==> config.mk <==
export PLATFORM = sky130hd
export DESIGN_NAME = dma_ctrl
export DESIGN_NICKNAME = d
export VERILOG_FILES = /design/src/rtl/dma_ctrl_pkg.sv /design/src/rtl/dma_ctrl_regs.sv /design/src/rtl/dma_ctrl.sv
export SDC_FILE = /design/constraint.sdc
export NUM_CORES = 1
export LEC_CHECK = 0
export ABC_AREA = 1
export CORE_ASPECT_RATIO = 1.4
export CORE_UTILIZATION = 30
export CTS_CLUSTER_SIZE = 25
export DETAILED_ROUTE_END_ITERATION = 8
export GPL_TIMING_DRIVEN = 0
export PLACE_DENSITY = 0.61
export SLEW_MARGIN = 20
export SYNTH_ARGS = -nofsm -noshare
export SYNTH_HDL_FRONTEND = slang
export SYNTH_SLANG_ARGS = --single-unit
==> constraint.sdc <==
create_clock -name clk -period 1.4 [get_ports clk]
set_input_delay 0.14 -clock clk [delete_from_list [all_inputs] [get_ports clk]]
set_output_delay 0.14 -clock clk [all_outputs]
set_load 0.1 [all_outputs]
==> src/rtl/dma_ctrl_pkg.sv <==
// Shared constants, register map and state encoding for the
// single-channel byte-copy DMA controller.
package dma_ctrl_pkg;

   localparam int BUS_ADDR_WIDTH = 10;
   localparam int DATA_WIDTH     = 8;

   localparam logic READ  = 1'b1;
   localparam logic WRITE = 1'b0;

   localparam logic [2:0] OFS_SRC_L  = 3'd0;
   localparam logic [2:0] OFS_SRC_H  = 3'd1;
   localparam logic [2:0] OFS_DST_L  = 3'd2;
   localparam logic [2:0] OFS_DST_H  = 3'd3;
   localparam logic [2:0] OFS_LEN    = 3'd4;
   localparam logic [2:0] OFS_CTRL   = 3'd5;
   localparam logic [2:0] OFS_STATUS = 3'd6;
   localparam logic [2:0] OFS_REMAIN = 3'd7;

   localparam int CTRL_START = 0;
   localparam int CTRL_ABORT = 1;
   localparam int CTRL_IE    = 2;

   localparam int STAT_BUSY    = 0;
   localparam int STAT_DONE    = 1;
   localparam int STAT_ABORTED = 2;

   typedef enum logic [2:0] {
      ST_IDLE,
      ST_REQ,
      ST_RD,
      ST_WR,
      ST_DONE
   } state_t;

endpackage

==> src/rtl/dma_ctrl_regs.sv <==
// CPU-visible register file of the DMA: config storage, read mux
// and the start/abort strobes decoded from CTRL writes.
module dma_regs
   import dma_ctrl_pkg::*;
#(
   parameter int ADDR_W = BUS_ADDR_WIDTH,
   parameter int DATA_W = DATA_WIDTH
) (
   input  logic              clk,
   input  logic              reset,
   input  logic [2:0]        cfg_addr,
   input  logic              cfg_we,
   input  logic [DATA_W-1:0] cfg_wdata,
   output logic [DATA_W-1:0] cfg_rdata,
   input  logic              idle,
   input  logic              set_done,
   input  logic              set_aborted,
   input  logic [DATA_W-1:0] remain,
   output logic [ADDR_W-1:0] src_cfg,
   output logic [ADDR_W-1:0] dst_cfg,
   output logic [DATA_W-1:0] len_cfg,
   output logic              ie,
   output logic              done,
   output logic              start_p,
   output logic              abort_p
);

   localparam int HI_W = ADDR_W - DATA_W;

   logic [DATA_W-1:0] src_l_q, src_l_d;
   logic [HI_W-1:0]   src_h_q, src_h_d;
   logic [DATA_W-1:0] dst_l_q, dst_l_d;
   logic [HI_W-1:0]   dst_h_q, dst_h_d;
   logic [DATA_W-1:0] len_q, len_d;
   logic              ie_q, ie_d;
   logic              done_q, done_d;
   logic              aborted_q, aborted_d;

   logic wr_cfg;
   logic wr_ctrl;
   logic wr_stat;
   logic clr_flags;

   assign wr_cfg  = cfg_we && idle;
   assign wr_ctrl = cfg_we && (cfg_addr == OFS_CTRL);
   assign wr_stat = cfg_we && (cfg_addr == OFS_STATUS);

   // abort has priority over start when both bits arrive together
   assign start_p = wr_ctrl && cfg_wdata[CTRL_START]
                    && !cfg_wdata[CTRL_ABORT] && idle;
   assign abort_p = wr_ctrl && cfg_wdata[CTRL_ABORT];

   assign clr_flags = start_p || wr_stat;

   always_comb begin
      src_l_d   = src_l_q;
      src_h_d   = src_h_q;
      dst_l_d   = dst_l_q;
      dst_h_d   = dst_h_q;
      len_d     = len_q;
      ie_d      = ie_q;
      done_d    = done_q;
      aborted_d = aborted_q;
      if (wr_cfg) begin
         unique case (cfg_addr)
            OFS_SRC_L: src_l_d = cfg_wdata;
            OFS_SRC_H: src_h_d = cfg_wdata[HI_W-1:0];
            OFS_DST_L: dst_l_d = cfg_wdata;
            OFS_DST_H: dst_h_d = cfg_wdata[HI_W-1:0];
            OFS_LEN:   len_d   = cfg_wdata;
            default: ;
         endcase
      end
      if (wr_ctrl) begin
         ie_d = cfg_wdata[CTRL_IE];
      end
      if (set_done) begin
         done_d = 1'b1;
      end else if (clr_flags) begin
         done_d = 1'b0;
      end
      if (set_aborted) begin
         aborted_d = 1'b1;
      end else if (clr_flags) begin
         aborted_d = 1'b0;
      end
   end

   always_ff @(posedge clk) begin
      if (reset) begin
         src_l_q   <= '0;
         src_h_q   <= '0;
         dst_l_q   <= '0;
         dst_h_q   <= '0;
         len_q     <= '0;
         ie_q      <= 1'b0;
         done_q    <= 1'b0;
         aborted_q <= 1'b0;
      end else begin
         src_l_q   <= src_l_d;
         src_h_q   <= src_h_d;
         dst_l_q   <= dst_l_d;
         dst_h_q   <= dst_h_d;
         len_q     <= len_d;
         ie_q      <= ie_d;
         done_q    <= done_d;
         aborted_q <= aborted_d;
      end
   end

   always_comb begin
      cfg_rdata = '0;
      unique case (cfg_addr)
         OFS_SRC_L:  cfg_rdata = src_l_q;
         OFS_SRC_H:  cfg_rdata[HI_W-1:0] = src_h_q;
         OFS_DST_L:  cfg_rdata = dst_l_q;
         OFS_DST_H:  cfg_rdata[HI_W-1:0] = dst_h_q;
         OFS_LEN:    cfg_rdata = len_q;
         OFS_CTRL:   cfg_rdata[CTRL_IE] = ie_q;
         OFS_STATUS: begin
            cfg_rdata[STAT_BUSY]    = !idle;
            cfg_rdata[STAT_DONE]    = done_q;
            cfg_rdata[STAT_ABORTED] = aborted_q;
         end
         OFS_REMAIN: cfg_rdata = remain;
         default: ;
      endcase
   end

   assign src_cfg = {src_h_q, src_l_q};
   assign dst_cfg = {dst_h_q, dst_l_q};
   assign len_cfg = len_q;
   assign ie      = ie_q;
   assign done    = done_q;

endmodule

==> src/rtl/dma_ctrl.sv <==
// Single-channel DMA master: requests the shared bus and copies LEN
// bytes from SRC to DST as read-then-write pairs.
module dma_ctrl
   import dma_ctrl_pkg::*;
#(
   parameter int ADDR_W = BUS_ADDR_WIDTH,
   parameter int DATA_W = DATA_WIDTH
) (
   input  logic              clk,
   input  logic              reset,
   input  logic [2:0]        cfg_addr,
   input  logic              cfg_we,
   input  logic [DATA_W-1:0] cfg_wdata,
   output logic [DATA_W-1:0] cfg_rdata,
   output logic              bus_req,
   input  logic              bus_gnt,
   output logic [ADDR_W-1:0] m_addr,
   output logic [DATA_W-1:0] m_wdata,
   input  logic [DATA_W-1:0] m_rdata,
   output logic              m_rw_,
   output logic              irq
);

   state_t            state_q, state_d;
   logic [ADDR_W-1:0] src_q, src_d;
   logic [ADDR_W-1:0] dst_q, dst_d;
   logic [DATA_W-1:0] cnt_q, cnt_d;
   logic [DATA_W-1:0] buf_q, buf_d;

   logic              idle;
   logic              set_done;
   logic              set_aborted;
   logic [ADDR_W-1:0] src_cfg;
   logic [ADDR_W-1:0] dst_cfg;
   logic [DATA_W-1:0] len_cfg;
   logic              ie;
   logic              done;
   logic              start_p;
   logic              abort_p;

   assign idle = (state_q == ST_IDLE);

   dma_regs #(
      .ADDR_W (ADDR_W),
      .DATA_W (DATA_W)
   ) u_regs (
      .clk         (clk),
      .reset       (reset),
      .cfg_addr    (cfg_addr),
      .cfg_we      (cfg_we),
      .cfg_wdata   (cfg_wdata),
      .cfg_rdata   (cfg_rdata),
      .idle        (idle),
      .set_done    (set_done),
      .set_aborted (set_aborted),
      .remain      (cnt_q),
      .src_cfg     (src_cfg),
      .dst_cfg     (dst_cfg),
      .len_cfg     (len_cfg),
      .ie          (ie),
      .done        (done),
      .start_p     (start_p),
      .abort_p     (abort_p)
   );

   always_comb begin
      state_d     = state_q;
      src_d       = src_q;
      dst_d       = dst_q;
      cnt_d       = cnt_q;
      buf_d       = buf_q;
      set_done    = 1'b0;
      set_aborted = 1'b0;
      bus_req     = 1'b0;
      m_addr      = '0;
      m_wdata     = '0;
      m_rw_       = READ;
      unique case (state_q)
         ST_IDLE: begin
            if (start_p) begin
               src_d   = src_cfg;
               dst_d   = dst_cfg;
               cnt_d   = len_cfg;
               state_d = (len_cfg == '0) ? ST_DONE : ST_REQ;
            end
         end
         ST_REQ: begin
            bus_req = 1'b1;
            if (bus_gnt) begin
               state_d = ST_RD;
            end
            if (abort_p) begin
               state_d     = ST_IDLE;
               set_aborted = 1'b1;
            end
         end
         ST_RD: begin
            bus_req = 1'b1;
            m_addr  = src_q;
            if (bus_gnt) begin
               buf_d   = m_rdata;
               state_d = ST_WR;
            end
            if (abort_p) begin
               state_d     = ST_IDLE;
               set_aborted = 1'b1;
            end
         end
         ST_WR: begin
            bus_req = 1'b1;
            m_addr  = dst_q;
            m_wdata = buf_q;
            m_rw_   = WRITE;
            // a granted write completes even if aborted this cycle
            if (bus_gnt) begin
               src_d   = src_q + ADDR_W'(1);
               dst_d   = dst_q + ADDR_W'(1);
               cnt_d   = cnt_q - DATA_W'(1);
               state_d = (cnt_q == DATA_W'(1)) ? ST_DONE : ST_RD;
            end
            if (abort_p) begin
               state_d     = ST_IDLE;
               set_aborted = 1'b1;
            end
         end
         ST_DONE: begin
            set_done = 1'b1;
            state_d  = ST_IDLE;
         end
         default: state_d = ST_IDLE;
      endcase
   end

   always_ff @(posedge clk) begin
      if (reset) begin
         state_q <= ST_IDLE;
         src_q   <= '0;
         dst_q   <= '0;
         cnt_q   <= '0;
         buf_q   <= '0;
      end else begin
         state_q <= state_d;
         src_q   <= src_d;
         dst_q   <= dst_d;
         cnt_q   <= cnt_d;
         buf_q   <= buf_d;
      end
   end

   assign irq = done & ie;

endmodule

# After elaboration in Yosys (flattened, before gate mapping)
# Cells that the tools add are included.
dict set report classes {
  add_sub_neg 3
  n_reduce_logical 25
  mux 32
  magnitude_cmp 0
  shift 0
  mul 0
  n_div 0
  bitwise 1
  n_eq_ne 17
}
# op n
set ops {}
lappend ops {{case mux 10 bit (2 select lines)} 3}
lappend ops {{two-way mux 10 bit} 4}
lappend ops {{two-way mux 3 bit} 9}
lappend ops {{two-way mux 8 bit} 3}
lappend ops {{adder 10 x 1 -> 10 bit, second input constant} 2}
lappend ops {{case mux 5 bit (4 select lines)} 1}
lappend ops {{case mux 8 bit (2 select lines)} 1}
lappend ops {{equality test 3 bit, second input constant} 5}
lappend ops {{case mux 2 bit (7 select lines)} 1}
lappend ops {{equality test 3 x 2 -> 1 bit, second input constant} 4}
lappend ops {{case mux 3 bit (4 select lines)} 1}
lappend ops {{AND reduction 2 bit} 6}
lappend ops {{inequality test 3 bit, second input constant} 3}
lappend ops {{equality test 8 x 1 -> 1 bit, second input constant} 1}
lappend ops {{logical NOT 8 bit} 1}
lappend ops {{two-way mux 1 bit} 8}
lappend ops {{subtractor 8 x 1 -> 8 bit, second input constant} 1}
lappend ops {{logical AND 1 bit} 7}
lappend ops {{equality test 3 x 1 -> 1 bit, second input constant} 2}
lappend ops {{logical NOT 3 bit} 2}
lappend ops {{case mux 1 bit (6 select lines)} 1}
lappend ops {{nonzero test 2 bit} 3}
lappend ops {{inequality test 2 bit, second input constant} 2}
lappend ops {{AND reduction 4 bit} 1}
lappend ops {{5 further kinds} 6}
dict set report totals {
  output_inout_bits 29
  ff_bits 70
  romBits 0
  n_memories 0
  in_bits 23
  ramBits 0
  latchBits 0
  word_cells 91
}

# Logic depth before layout (Yosys ltp)
dict set report logic_depth {
  ltp_word 8
  mapped_depth 11
  depth_no_buf 9
}

# Cells and area by module
# A second synthesis with hierarchy kept.
dict set report hier_totals {
  cells_unflattened 649
  hier_area_um2 4112.7
}
# mod cells_each instances seq_area_each_um2 area_per_inst_um2
set modules_own_cells {}
lappend modules_own_cells {dma_ctrl 418 1 780.7 2613.8}
lappend modules_own_cells {dma_regs 231 1 620.6 1498.9}

# Worst setup path before layout
# Ideal clock, no wire load.
dict set report synth_timing {
  kind {flip-flop to output port}
  start {register state_q[1]}
  end {output m_addr[7]}
  arrival_time_ns 3.094
  path_buffers 0
  required_time_ns 1.260
  path_stages_with_launch 5
  setup_slack_ns -1.834
  cell_sequence {dfxtp_1 inv_1 nor3_2 clkinv_1 o21ai_0}
}
dict set report synth_via {
  elab_chain_len 2
  elab_cells_between_ends 3
  classes_between {eq/ne (2); mux (1)}
}
# item line_no
set synth_rtl {}
lappend synth_rtl {{start: declaration} dma_ctrl.sv:24} ;# state_t state_q, state_d;
lappend synth_rtl {{start signal: assignment} dma_ctrl.sv:142} ;# state_q <= state_d;
lappend synth_rtl {{equality test 3 x 2 -> 1 bit} dma_ctrl.sv:78} ;# unique case (state_q)
lappend synth_rtl {{case mux 10 bit (2 select lines) *} dma_ctrl.sv:78}
lappend synth_rtl {{end: declaration} dma_ctrl.sv:17} ;# output logic [ADDR_W-1:0] m_addr,
# Every way passes the cells marked *; elsewhere a longest branch is shown, timed or not.

# Worst setup path after layout
dict set report layout_timing {
  start {register state_q[2]}
  end {output m_addr[7]}
}
# Same word-level chain as after synthesis.

==> results.toml <==
[sta]
fin_crit_ns = 1.83
finalMaxSlewViolations = 0
hold_viol = 0
fin_crit_sh_pct = 130
clock_skew_ns = 0.00766
worst_slew_pin_slew_ns = 0.644
max_slew_margin_pct = 57.1
layout_setup_ws_ns = -0.425
max_freq_mhz = 548
worst_hold_slack_ns = 0.241
rsz0062_at_grt = "true"
setup_viol = 72

[yosys]
syn-cell-area_um2 = 3880
ys_top_cells_by_area = "dfxtp_1 36%, nand2_1 12%, a21oi_1 8.1%"
synth_top_area_share_pct = 36.1
syn_nets = 637
syn-instance-count = 610
synth-seq-cells = 70
synth_area_per_cell_um2 = 6.37
synth.distinct_cells = 33
yosysWarnings = 0
ys_seq_area_share_pct = 36.1
synth_top_area_cell = "dfxtp_1"

[global_route]
grt_use_total_pct = 22.9
grt_pass1_vias = 4578
grt_start_max_net_pins = 13
grt_use_met1_pct = 24.3
antenna_found_initial = 0
use_met3_pct = 3.27
grt_pass1_wl_mm = 23.5
gr-total-overflow = 0
grtUsageMet2_pct = 41.2
busiest_layer = "met2"

[floorplan]
die_h_um = 137
core_area_um2 = 12500
start_util_pct = 31.1
die-area_um2 = 13400
boundaryPins = 52
num_rows = 48
fp.dieW_um = 98.2

[drt]
drtIter0Drc = 405
viasPerCell = 5.39
drt-pass1-iter-count = 5
drt-total-wl_mm = 15.3
wl_per_cell_um = 17.5
post-route-drc-count = 0
drtAntennaViolNets = 0
vias = 4721

[setup_path]
critical_path_required_ns = 1.26
cp_data_arrival_time_ns = 1.69
critPathLaunchType = "register"
crit_fanout = 5
cpPeakStageDelay_ns = 0.37
crit_path_frequent_cell = "buf_12"
cpLargestDelayFamily = "buffers and inverters"
crit_path_cell_trace = "buf_6, nor3_4, buf_12, clkinv_8, o21ai_4, buf_12"
crit_type = "register to primary output"
cp_slowest_cell = "dfxtp_4"
crit_path_end_kind = "primary output"
crit_buf_inv = 4

[placement]
place_ws_ns = -1.57
dp_hpwl_mm = 10.4
gp_congestion = 0.931
numPortBuffers = 51
dp_cells = 811

[pwr]
powerDensity_nw_per_um2 = 794
p_switching_mw = 1.49
swShare_pct = 27.8
p_clk_share_pct = 44.5
vdd_drop_max_v = 0.000574
sequentialPowerShare_pct = 39.5
p_comb_share_pct = 16.0
p_leak_nw = 2.54
internal_power_mw = 3.87
fin_total_pwr_mw = 5.37

[status]
violations = "negative setup slack"
status = "finished with violations"

[cts]
clk_pin_slew_ns = 0.06
clk_path_buf_depth = 2
cts-htree-levels = 3
clk_latency_ns = 0.34
cts_tree = "yes"
cts.sinks = 70
cts_made_buffers = 9
cts-root-buf = "clkbuf_16"

[flow_run]
drv_cap = 0

[finish]
fillerInstances = 1114
syn_to_final_growth_pct = 74.0
stdcell_count = 876
multi_input_area_um2 = 2820
final_nets = 749
drive_above_1_share_pct = 38.0
register_area_um2 = 1430
antenna_cells = 0

[hold_path]
hold_class = "input pin to register"
-- cell type report --
class,instances,share of cell area [%]
clock inverter,4,0.796
multi-input combinational,431,41.7
inverter,85,5.46
clock buffer,11,3.74
buffer,23,3.81
timing repair buffer,101,20.3
tap,150,2.78
sequential,70,21.2
timing repair inverter,1,0.167
-- timing repair --
action / CTS / global route
pin swaps: 21 / 32
endpoints found under the setup margin: 92 / 90
setup buffers: 19 / 23
resized for setup: 435 / 108
gates cloned: 11 / 0
hold buffers: 0 / 0
-- worst register-to-register path, cell delays in order, from the launching register on --
cell,delay [ns]
dfxtp_4,0.37
buf_6,0.12
nor3_4,0.20
buf_12,0.17
buf_8,0.12
buf_6,0.09
buf_6,0.10
nand2_8,0.07
buf_6,0.15
o21ai_2,0.11
a21oi_1,0.05
-- routing by layer --
layer | wire [µm] | part of all wire (%)
met1 | 5730 | 37
met2 | 7850 | 51
met3 | 712 | 4.6
met4 | 1040 | 6.8
met5 | 0 | 0
-- synth_stat cells (all sizes together) --
master / n
clkbuf: 8
a21oi: 64
or2: 2
nand3: 33
nand2: 122
nand4: 10
o22ai: 15
buf: 17
a22o: 1
clkinv: 1
ha: 4
a22oi: 2
nand3b: 1
o21bai: 1
nor3: 7
o211ai: 3
o21ai: 77
inv: 84
o221ai: 1
a31oi: 2
xor2: 1
dfxtp: 70
nor2: 82
o2111ai: 2
-- cell families (layout without fill, tap and decap cells) --
kind of cell             count (synthesis)  count (layout)  share of synthesized area [%]
adder cells (fa/ha/maj)                  4               4                           1.29
flip-flops                              70              70                           36.1
XOR/XNOR                                 1               1                          0.226
AO/OA/AOI/OAI                          168             168                           23.1
buffers and inverters                  110             225                           11.5
AND/OR/NAND/NOR                        257             258                           27.8
-- worst paths after layout --
check                                 startpoint                        endpoint  slack [ns]  depth (start not counted)
setup / recovery         state_q[2]$_SDFFE_PP0P_                       m_addr[7]       -0.43                          6
hold / removal                      cfg_wdata[0]  u_regs.dst_l_q[0]$_SDFFE_PP0P_        0.24                          3
setup reg to reg         state_q[2]$_SDFFE_PP0P_           buf_q[5]$_SDFFE_PP0P_       -0.25                         10
hold reg to reg   u_regs.dst_l_q[2]$_SDFFE_PP0P_  u_regs.dst_l_q[2]$_SDFFE_PP0P_        0.50                          2
-- cells in the final DEF (no fill, tap or decap), types with 10 or more instances in the layout --
master	count
a21oi_1	45
a21oi_2	18
buf_12	31
buf_4	25
buf_6	23
clkdlybuf4s50_1	18
dfxtp_1	56
inv_1	59
inv_2	15
nand2_1	102
nand3_1	29
nand4_1	10
nor2_1	61
nor2_4	16
o21ai_0	26
o21ai_1	24
o21ai_2	24
o22ai_4	11
-- stage by stage --
step	util, %	TNS, ns	area (µm²)
2_1_floorplan	-	-4.79	4210
3_5_place_dp	39.3	-71.77	4900
3_3_place_gp	39.3	-69.13	4900
4_1_cts	50.2	-11.34	6280
5_1_grt	54.1	-17.37	6760
6_report	54.1	-13.44	6760
-- power by group through the flow --
stage               registers, mW  logic [mW]  clock network, mW
floorplan                    2.14       0.375                  0
global placement             2.15       0.568                  0
detailed placement           2.16       0.575                  0
CTS                          2.12       0.754               2.40
global route                 2.12       0.918               2.47
finish                       2.12       0.860               2.39
-- sequential cells by signal, summed over array words and instances, names as in the netlist --
| register | flops |
|---|---|
| cnt_q | 8 |
| u_regs.src_l_q | 8 |
| dst_q | 10 |
| u_regs.ie | 1 |
| u_regs.dst_h_q | 2 |
| u_regs.dst_l_q | 8 |
| src_q | 10 |
| u_regs.aborted_q | 1 |
| u_regs.src_h_q | 2 |
| buf_q | 8 |
| state_q | 3 |
| u_regs.done | 1 |
| u_regs.len_cfg | 8 |
Power figures use the tool's default switching activity.
